**src/rtl/arith_pkg.sv**
```systemverilog
// rtl/arith_pkg.sv - shared constants for the arithmetic result collector
package arith_pkg;

  localparam int DATA_W        = 16;
  localparam int PAYLOAD_W     = DATA_W + 1;
  localparam int DEFAULT_DEPTH = 4;
  localparam int DEFAULT_ACC_W = 24;
  localparam int COUNT_W       = 8;

  localparam logic OP_ADD = 1'b0;
  localparam logic OP_MUL = 1'b1;

endpackage

```
**src/rtl/result_fifo.sv**
```systemverilog
// rtl/result_fifo.sv - result FIFO with wrapping pointers and occupancy counter
module result_fifo
  import arith_pkg::*;
#(
  parameter int DEPTH = DEFAULT_DEPTH,
  parameter int WIDTH = PAYLOAD_W
) (
  input  logic             clk,
  input  logic             rst,
  input  logic             clear,
  input  logic             push,
  input  logic             pop,
  input  logic [WIDTH-1:0] wdata,
  output logic [WIDTH-1:0] head,
  output logic             not_empty,
  output logic             full
);

  localparam int PTR_W = $clog2(DEPTH);
  localparam int CNT_W = PTR_W + 1;

  logic [WIDTH-1:0] mem [DEPTH];
  logic [PTR_W-1:0] wr_ptr;
  logic [PTR_W-1:0] rd_ptr;
  logic [CNT_W-1:0] count;

  // Head is read straight from storage; not_empty comes from the registered count
  assign head      = mem[rd_ptr];
  assign not_empty = (count != '0);
  assign full      = (count == CNT_W'(DEPTH));

  // Storage: zeroed on reset so the head reads 0 while reset is held
  always_ff @(posedge clk or posedge rst) begin
    if (rst) begin
      for (int i = 0; i < DEPTH; i++) mem[i] <= '0;
    end else if (push && !clear) begin
      mem[wr_ptr] <= wdata;
    end
  end

  // Pointers and occupancy; clear empties the queue and wins over push/pop
  always_ff @(posedge clk or posedge rst) begin
    if (rst) begin
      wr_ptr <= '0;
      rd_ptr <= '0;
      count  <= '0;
    end else if (clear) begin
      wr_ptr <= '0;
      rd_ptr <= '0;
      count  <= '0;
    end else begin
      if (push) wr_ptr <= wr_ptr + PTR_W'(1);
      if (pop)  rd_ptr <= rd_ptr + PTR_W'(1);
      case ({push, pop})
        2'b10:   count <= count + CNT_W'(1);
        2'b01:   count <= count - CNT_W'(1);
        default: count <= count;
      endcase
    end
  end

endmodule

```
**src/rtl/arith_result_collector.sv**
```systemverilog
// rtl/arith_result_collector.sv - queues arithmetic results and keeps running totals
module arith_result_collector
  import arith_pkg::*;
#(
  parameter int DEPTH = DEFAULT_DEPTH,
  parameter int ACC_W = DEFAULT_ACC_W
) (
  input  logic               clk,
  input  logic               rst,
  input  logic               in_valid,
  input  logic               in_op,
  input  logic [DATA_W-1:0]  in_result,
  input  logic               clear,
  output logic               out_valid,
  input  logic               out_ready,
  output logic [DATA_W-1:0]  out_data,
  output logic               out_op,
  output logic [ACC_W-1:0]   acc_sum,
  output logic [COUNT_W-1:0] acc_count,
  output logic               overflow
);

  logic                 fifo_full;
  logic                 fifo_valid;
  logic                 pop;
  logic                 push;
  logic                 drop;
  logic [PAYLOAD_W-1:0] head;
  logic [ACC_W:0]       sum_ext;

  // A full FIFO still takes a result when the head leaves on the same edge
  assign pop  = fifo_valid && out_ready && !clear;
  assign push = in_valid && !clear && (!fifo_full || pop);
  assign drop = in_valid && !clear && fifo_full && !pop;

  assign out_valid = fifo_valid;
  assign out_op    = head[PAYLOAD_W-1];
  assign out_data  = head[DATA_W-1:0];

  assign sum_ext = {1'b0, acc_sum} + (ACC_W + 1)'(in_result);

  result_fifo #(
    .DEPTH (DEPTH),
    .WIDTH (PAYLOAD_W)
  ) u_fifo (
    .clk       (clk),
    .rst       (rst),
    .clear     (clear),
    .push      (push),
    .pop       (pop),
    .wdata     ({in_op, in_result}),
    .head      (head),
    .not_empty (fifo_valid),
    .full      (fifo_full)
  );

  // Saturating sum and count of accepted results, plus sticky drop flag
  always_ff @(posedge clk or posedge rst) begin
    if (rst) begin
      acc_sum   <= '0;
      acc_count <= '0;
      overflow  <= 1'b0;
    end else if (clear) begin
      acc_sum   <= '0;
      acc_count <= '0;
      overflow  <= 1'b0;
    end else begin
      if (push) begin
        acc_sum <= sum_ext[ACC_W] ? {ACC_W{1'b1}} : sum_ext[ACC_W-1:0];
        if (acc_count != {COUNT_W{1'b1}}) acc_count <= acc_count + COUNT_W'(1);
      end
      if (drop) overflow <= 1'b1;
    end
  end

endmodule

```
**config.mk**
```make
export PLATFORM = sky130hd
export DESIGN_NAME = arith_result_collector
export DESIGN_NICKNAME = d
export VERILOG_FILES = /design/src/rtl/arith_pkg.sv /design/src/rtl/result_fifo.sv /design/src/rtl/arith_result_collector.sv
export SDC_FILE = /design/constraint.sdc
export NUM_CORES = 1
export LEC_CHECK = 0
export ABC_AREA = 0
export CORE_MARGIN = 2
export CORE_UTILIZATION = 50
export CTS_CLUSTER_DIAMETER = 60
export DETAILED_ROUTE_END_ITERATION = 6
export GPL_TIMING_DRIVEN = 1
export PLACE_DENSITY = 0.84
export RECOVER_POWER = 50
export SYNTH_ARGS = -nofsm -noshare
export SYNTH_HDL_FRONTEND = slang
export SYNTH_SLANG_ARGS = --single-unit
```
**constraint.sdc**
```tcl
create_clock -name clk -period 3.2 [get_ports clk]
set_input_delay 0.48 -clock clk [delete_from_list [all_inputs] [get_ports clk]]
set_output_delay 0.48 -clock clk [all_outputs]
set_load 0.05 [all_outputs]
```
==> results of run 1 <==
flip-flops by register name (all words and copies together), names as in the netlist:
register       flops
overflow           1
u_fifo.rd_ptr      2
u_fifo.mem        68
u_fifo.count       3
acc_count          8
u_fifo.wr_ptr      2
acc_sum           24
layout by cell type (no fill, tap or decap), drive strengths merged, types with 2 or more instances in the layout:
cell type | synthesis | routed
a31oi | 7 | 7
o211a | 3 | 3
or3 | 3 | 3
clkbuf | 6 | 14
o21ai | 7 | 7
dfrtp | 108 | 108
mux4 | 17 | 17
a211oi | 18 | 18
ha | 21 | 21
a21oi | 22 | 22
nand4 | 4 | 4
mux2 | 69 | 69
o21bai | 2 | 2
nand3 | 5 | 5
xor2 | 14 | 14
a211o | 2 | 2
inv | 9 | 8
a41oi | 3 | 3
xnor2 | 10 | 10
buf | 12 | 25
clkinv | 0 | 2
a21o | 9 | 9
a311oi | 3 | 3
o21a | 6 | 6
nor2 | 38 | 38
nand2 | 20 | 20
and3 | 9 | 9
clkinvlp | 0 | 4
o211ai | 3 | 3
clkdlybuf4s50 | 0 | 54
dlygate4sd3 | 0 | 17
nand2b | 2 | 2
nor3 | 5 | 5
fa | 2 | 2
and4 | 5 | 5
area by class of cell:
type / count / share of cell area
Sequential cell: 108 / 0.386
Clock inverter: 5 / 0.00518
Inverter: 9 / 0.00536
Multi-Input combinational cell: 322 / 0.412
Tap cell: 143 / 0.0256
Clock buffer: 11 / 0.0361
Timing Repair Buffer: 99 / 0.130
routing by layer:
metal  up-vias  global-route usage  part of all wire
met5         -                   0                 0
met3        15              0.0547             0.050
met2       119               0.374              0.51
met4         0              0.0840             0.016
li1       1893                   -                 -
met1      2083               0.285              0.42
power by group through the flow:
stage          sequential, W  clock (W)  combinational, W
3_5_place_dp         0.00194          0           0.00198
3_3_place_gp         0.00191          0           0.00192
4_1_cts              0.00192    0.00109           0.00198
2_1_floorplan        0.00198          0           0.00136
6_report             0.00192    0.00107           0.00195
5_1_grt              0.00196    0.00115           0.00208
how the worst max path moves through the flow:
stage	cells after the start	slack, ns	start	end
2_1_floorplan	9	0.37	acc_sum[0]$_DFFE_PP0P_	acc_sum[2]$_DFFE_PP0P_
3_3_place_gp	10	-0.02	in_result[0]	acc_sum[14]$_DFFE_PP0P_
3_5_place_dp	10	-0.09	in_result[0]	acc_sum[15]$_DFFE_PP0P_
4_1_cts	10	0.27	in_result[0]	acc_sum[15]$_DFFE_PP0P_
5_1_grt	10	0.1	in_result[0]	acc_sum[15]$_DFFE_PP0P_
6_report	10	0.26	in_result[0]	acc_sum[15]$_DFFE_PP0P_
metrics by stage:
step	hold slack (ns)	setup WS, ns	setup TNS [ns]	instance area (um^2)	cells
floorplan	0.474	0.372	0	5740	457
global placement	0.481	-0.0202	-0.150	6760	681
detailed placement	0.491	-0.0935	-1.04	6760	681
CTS	0.507	0.269	0	7040	697
global route	0.514	0.0984	0	7000	697
finish	0.504	0.260	0	7000	697
cells by family after synthesis:
logic type      count (synthesis)  synth area share
compound gates                 93             0.132
flops                         108             0.471
mux                            87             0.204
xor+xnor                       24            0.0366
buf+inv                        27            0.0209
simple gates                   95            0.0829
fa+ha+maj                      23            0.0528
==> flow_summary.yaml, run 1 <==
setup_path:
  critPathCaptureType: "flop"
  crit_path_top_delay_cell: "clkdlybuf4s50_1"
  cp.arrival_ns: 3.15
  critPathLaunchType: "primary input"
  worst-r2r-cell-count: 9
  path_max_fanout: 7
  critical_path.max_stage_delay_ns: 0.48
  reg2reg_to: "acc_sum[15]$_DFFE_PP0P_"
  path_cells: "clkdlybuf4s50_1 -> ha_1 -> fa_1 -> a211o_1 -> a211oi_1 -> o21a_2 -> o31ai_4 -> a31oi_4 -> buf_4 -> a211oi_1"
  ff2ff_setup_slack_ns: 0.49
  path_buf_inv: 2
  timing.rr.start: "acc_sum[0]$_DFFE_PP0P_"
  required_ns: 3.41
  path_common_cell: "a211oi_1"
  path_class: "in2reg"
  path_delay_family: "compound AO/OA/AOI/OAI gates"
sta:
  grt_setup_unrepaired: "false"
  period_share: 0.919
  skew_ns: 0.00597
  fin_crit_ns: 2.94
  timing_hold_violations_final: 0
  timing.fmax_mhz: 340
  relSlewSlack: 0.0535
  drv_slew: 0
  final-setup-viol-count: 0
  worst_pin_slew_ns: 1.42
placed_design:
  port_buffers: 72
  gp_congestion: 0.932
  dp_hpwl_um: 9770
job:
  maxCapViolCount: 0
floorplan:
  die_height_um: 111
  start_util: 0.507
  coreArea_um2: 11300
  ios: 73
  fp.dieArea_um2: 12300
  fp.dieW_um: 111
  rows: 39
power:
  p_per_area_nw_per_um2: 706
  power_switching_w: 0.00178
  pwr-share-comb: 0.395
  p_int_w: 0.00316
  sequentialPowerShare: 0.388
  swShare: 0.361
  p_leak_nw: 3.11
  power.total_w: 0.00494
  vdd_drop_max_mv: 0.521
  pwr-share-clk: 0.216
yosys:
  yosysMostFrequentCell: "dfrtp_1"
  synthCells: 457
  syn-num-nets: 502
  post_synth.cell_area_avg_um2: 12.6
  ys_seq_elements: 108
  yosysTopAreaCellShare: 0.471
  seq_area_frac_synth: 0.471
  synth_largest_area_cell: "dfrtp_1"
  ys_async_sr_fraction: 1.00
  ys.warnings.count: 0
  synth_commonest_cells: "dfrtp_1, mux2_2, nor2_1"
  synthTopCellsByArea: "dfrtp_1, mux2_2, mux4_2"
  synth_edf_count: 0
  syn_area_um2: 5740
  yosysUniqueCellTypes: 57
  synth_flop_cell: "dfrtp_1"
global_routing:
  overflow: 0
  grt_pass1_vias: 4385
  grt_use_total: 0.224
  grt_pass1_wl_um: 22000
  antenna_found_initial: 0
  grt_max_degree: 59
clock_network:
  htree_num_levels: 3
  clock_latency_ns: 0.35
  cts_tree: "yes"
  postCtsSetupRepairBufs: 0
  clock-sinks: 108
  clockBufferDepth: 2
  root_buffer: "clkbuf_16"
  cts.repair.resized: 0
  cts_hold_buffers: 0
  cts_buffers: 9
  path_clk_slew_ns: 0.07
layout:
  seqCellArea_um2: 2700
  fin_nets: 594
  fill_cells: 897
  fin_util: 0.618
  syn2layout_area_growth_pct: 22.0
  drive_gt1_frac: 0.273
  multi_input_area_um2: 2880
  diodes: 0
min_path:
  hp-start: "u_fifo.mem[2]$_DFFE_PP0P_"
  holdPathStages: 1
  hold-path-endpoint: "u_fifo.mem[2]$_DFFE_PP0P_"
  min_path_type: "reg2reg"
drt:
  wire_per_inst_um: 19.0
  drtPass1Iterations: 5
  drt-vias-per-instance: 5.90
  drtIter0Drc: 249
  num_vias: 4110
  drtAntennaViolNets: 0
  drc: 0
  drt-total-wl_um: 13200
status:
  status: "completed"
(Power assumes the default switching activity.)
==> run 2, diff against run 1 <==
CORE_UTILIZATION = 51   (was 50)
PLACE_DENSITY = 0.85   (was 0.84)
RECOVER_POWER = 100   (was 50)
SKIP_CTS_REPAIR_TIMING = 1   (was unset)
SYNTH_HIERARCHICAL = 1   (was unset)
==> flow_summary.yaml, run 2 <==
floorplan:
  fp.dieW_um: 114
  fp.dieArea_um2: 13000
  start_util: 0.518
  rows: 40
  die_height_um: 114
  ios: 73
  coreArea_um2: 11900
layout:
  top_register: "u_fifo/mem"
  syn2layout_area_growth_pct: 16.4
  final_common_cell: "dfrtp_1"
  layout_common_cells: "dfrtp_1, dlygate4sd3_1, mux2_1"
  fill_cells: 961
  fin_nets: 628
  largest_reg_flops: 68
  diodes: 0
  instances_no_fill: 735
  largest_registers: "u_fifo/mem: 68 flops, acc_sum: 24 flops, acc_count: 8 flops"
  drive_gt1_frac: 0.167
yosys:
  ys_async_sr_fraction: 1.00
  post_synth.cell_area_avg_um2: 12.4
  syn-num-nets: 544
  synthCells: 499
  synthTopCellsByArea: "dfrtp_1, mux2_4, mux4_2"
  synth_edf_count: 0
  synth_largest_area_cell: "dfrtp_1"
  synth_flop_cell: "dfrtp_1"
  seq_area_frac_synth: 0.438
  yosysTopAreaCellShare: 0.438
  yosysUniqueCellTypes: 66
  ys.warnings.count: 6
  yosysMostFrequentCell: "dfrtp_1"
  syn_area_um2: 6170
  ys_seq_elements: 108
  synth_commonest_cells: "dfrtp_1, mux2_4, nand2_1, nor2_1, mux2_2"
power:
  vdd_drop_max_mv: 0.384
  p_per_area_nw_per_um2: 626
  p_leak_nw: 3.30
drt:
  drtIter0Drc: 305
  num_vias: 4372
  drt-total-wl_um: 14200
  drtAntennaViolNets: 0
  drtPass1Iterations: 5
  drt-vias-per-instance: 5.95
  drc: 0
  wire_per_inst_um: 19.3
sta:
  skew_ns: 0.00601
  fin_crit_ns: 2.94
  final-setup-viol-count: 0
  timing.fmax_mhz: 340
  setup_tns_ns: 0
  relSlewSlack: -0.191
  timing_hold_violations_final: 0
  worst_pin_slew_ns: 1.79
  grt_setup_unrepaired: "false"
  period_share: 0.919
  drv_slew: 73
setup_path:
  path_max_fanout: 17
  required_ns: 2.72
  path_cells: "buf_4 -> mux4_2 -> dlygate4sd3_1"
  ff2ff_setup_slack_ns: 0.53
  reg2reg_to: "acc_sum[16]$_DFFE_PP0P_"
  critPathCaptureType: "output pin"
  critPathLaunchType: "flop"
  critical_path.max_stage_delay_ns: 0.78
  timing.rr.start: "acc_sum[0]$_DFFE_PP0P_"
  cp.arrival_ns: 2.46
  crit_path_top_delay_cell: "dlygate4sd3_1"
  worst-r2r-cell-count: 9
  path_class: "reg2out"
clock_network:
  path_clk_slew_ns: 0.07
  clockBufferDepth: 2
  root_buffer: "clkbuf_16"
  htree_num_levels: 3
  clock_latency_ns: 0.35
  cts_tree: "yes"
  cts_buffers: 9
  clock-sinks: 108
status:
  failed_checks: "max-capacitance violations, max-slew violations"
  status: "finished with violations"
global_routing:
  grt_max_degree: 40
  overflow: 0
  grt_pass1_vias: 4524
  antenna_found_initial: 0
  grt_use_total: 0.229
  grt_pass1_wl_um: 23100
min_path:
  hold-path-endpoint: "u_fifo/mem[25]$_DFFE_PP0P_"
  hp-start: "u_fifo/mem[25]$_DFFE_PP0P_"
  holdPathStages: 1
  min_path_type: "reg2reg"
job:
  maxCapViolCount: 2
placed_design:
  gp_congestion: 0.952
  dp_cells: 719
  port_buffers: 72
  dp_hpwl_um: 10200
==> run 2: how the worst max path moves through the flow <==
stage,startpoint,end,depth (start not counted)
2_1_floorplan,u_fifo/count[0]$_DFFE_PP0P_,u_fifo/count[2]$_DFFE_PP0P_,12
3_3_place_gp,in_result[0],acc_sum[7]$_DFFE_PP0P_,9
3_5_place_dp,in_result[0],acc_sum[15]$_DFFE_PP0P_,9
4_1_cts,in_result[0],acc_sum[15]$_DFFE_PP0P_,9
5_1_grt,in_result[0],acc_sum[16]$_DFFE_PP0P_,10
6_report,u_fifo/rd_ptr[0]$_DFFE_PP0P_,out_data[9],3
==> run 2: critical path: cells and delay by family, from the launching register on <==
family   cells  cell delay (ns)
buf+inv      2             1.14
mux          1             0.58
flops        1             0.38
==> run 2: power by group <==
| group | internal, W | total, W | leakage (nW) | switching (W) |
|---|---|---|---|---|
| Clock | 0.000687 | 0.00117 | 0.151 | 0.000484 |
| Combinational | 0.000622 | 0.00158 | 1.72 | 0.000962 |
| Sequential | 0.00159 | 0.00174 | 1.43 | 0.000156 |
==> run 2: routing by layer <==
metal  vias to the layer above  GRT usage  wire (um)
met3                        39     0.0569        783
met5                         -          0          0
met1                      2175      0.304       6280
met4                         0     0.0846        327
met2                       170      0.367       6800
li1                       1988          -          -
==> run 2: cell families (layout without fill, tap and decap cells) <==
group / after synthesis / count (layout) / synth area share
AO/OA/AOI/OAI: 89 / 89 / 0.104
buffers and inverters: 37 / 126 / 0.0434
XOR/XNOR: 21 / 21 / 0.0298
flip-flops: 108 / 108 / 0.438
AND/OR/NAND/NOR: 131 / 131 / 0.117
multiplexers: 90 / 90 / 0.219
adder cells (fa/ha/maj): 23 / 23 / 0.0491
==> run 2: final cells by class <==
cell class              count  area, um^2  share of cell area
multi-input cells         354        3040               0.424
flip-flops and latches    108        2700               0.376
repair buffers             94         885               0.123
clock buffers              12         236              0.0329
well taps                 147         184              0.0256
clock inverters             4        73.8              0.0103
inverters                  16        60.1             0.00836
==> run 2: per-stage QoR <==
step,hold slack (ns),worst slack (ns),util,instance area [um^2],total power (W)
finish,0.487,0.260,0.603,7180,0.00450
global placement,0.481,0.0652,0.592,7050,0.00342
floorplan,0.474,0.301,-,6170,0.00298
detailed placement,0.488,-0.149,0.592,7050,0.00348
global route,0.510,0.106,0.603,7180,0.00469
CTS,0.503,0.221,0.618,7360,0.00466
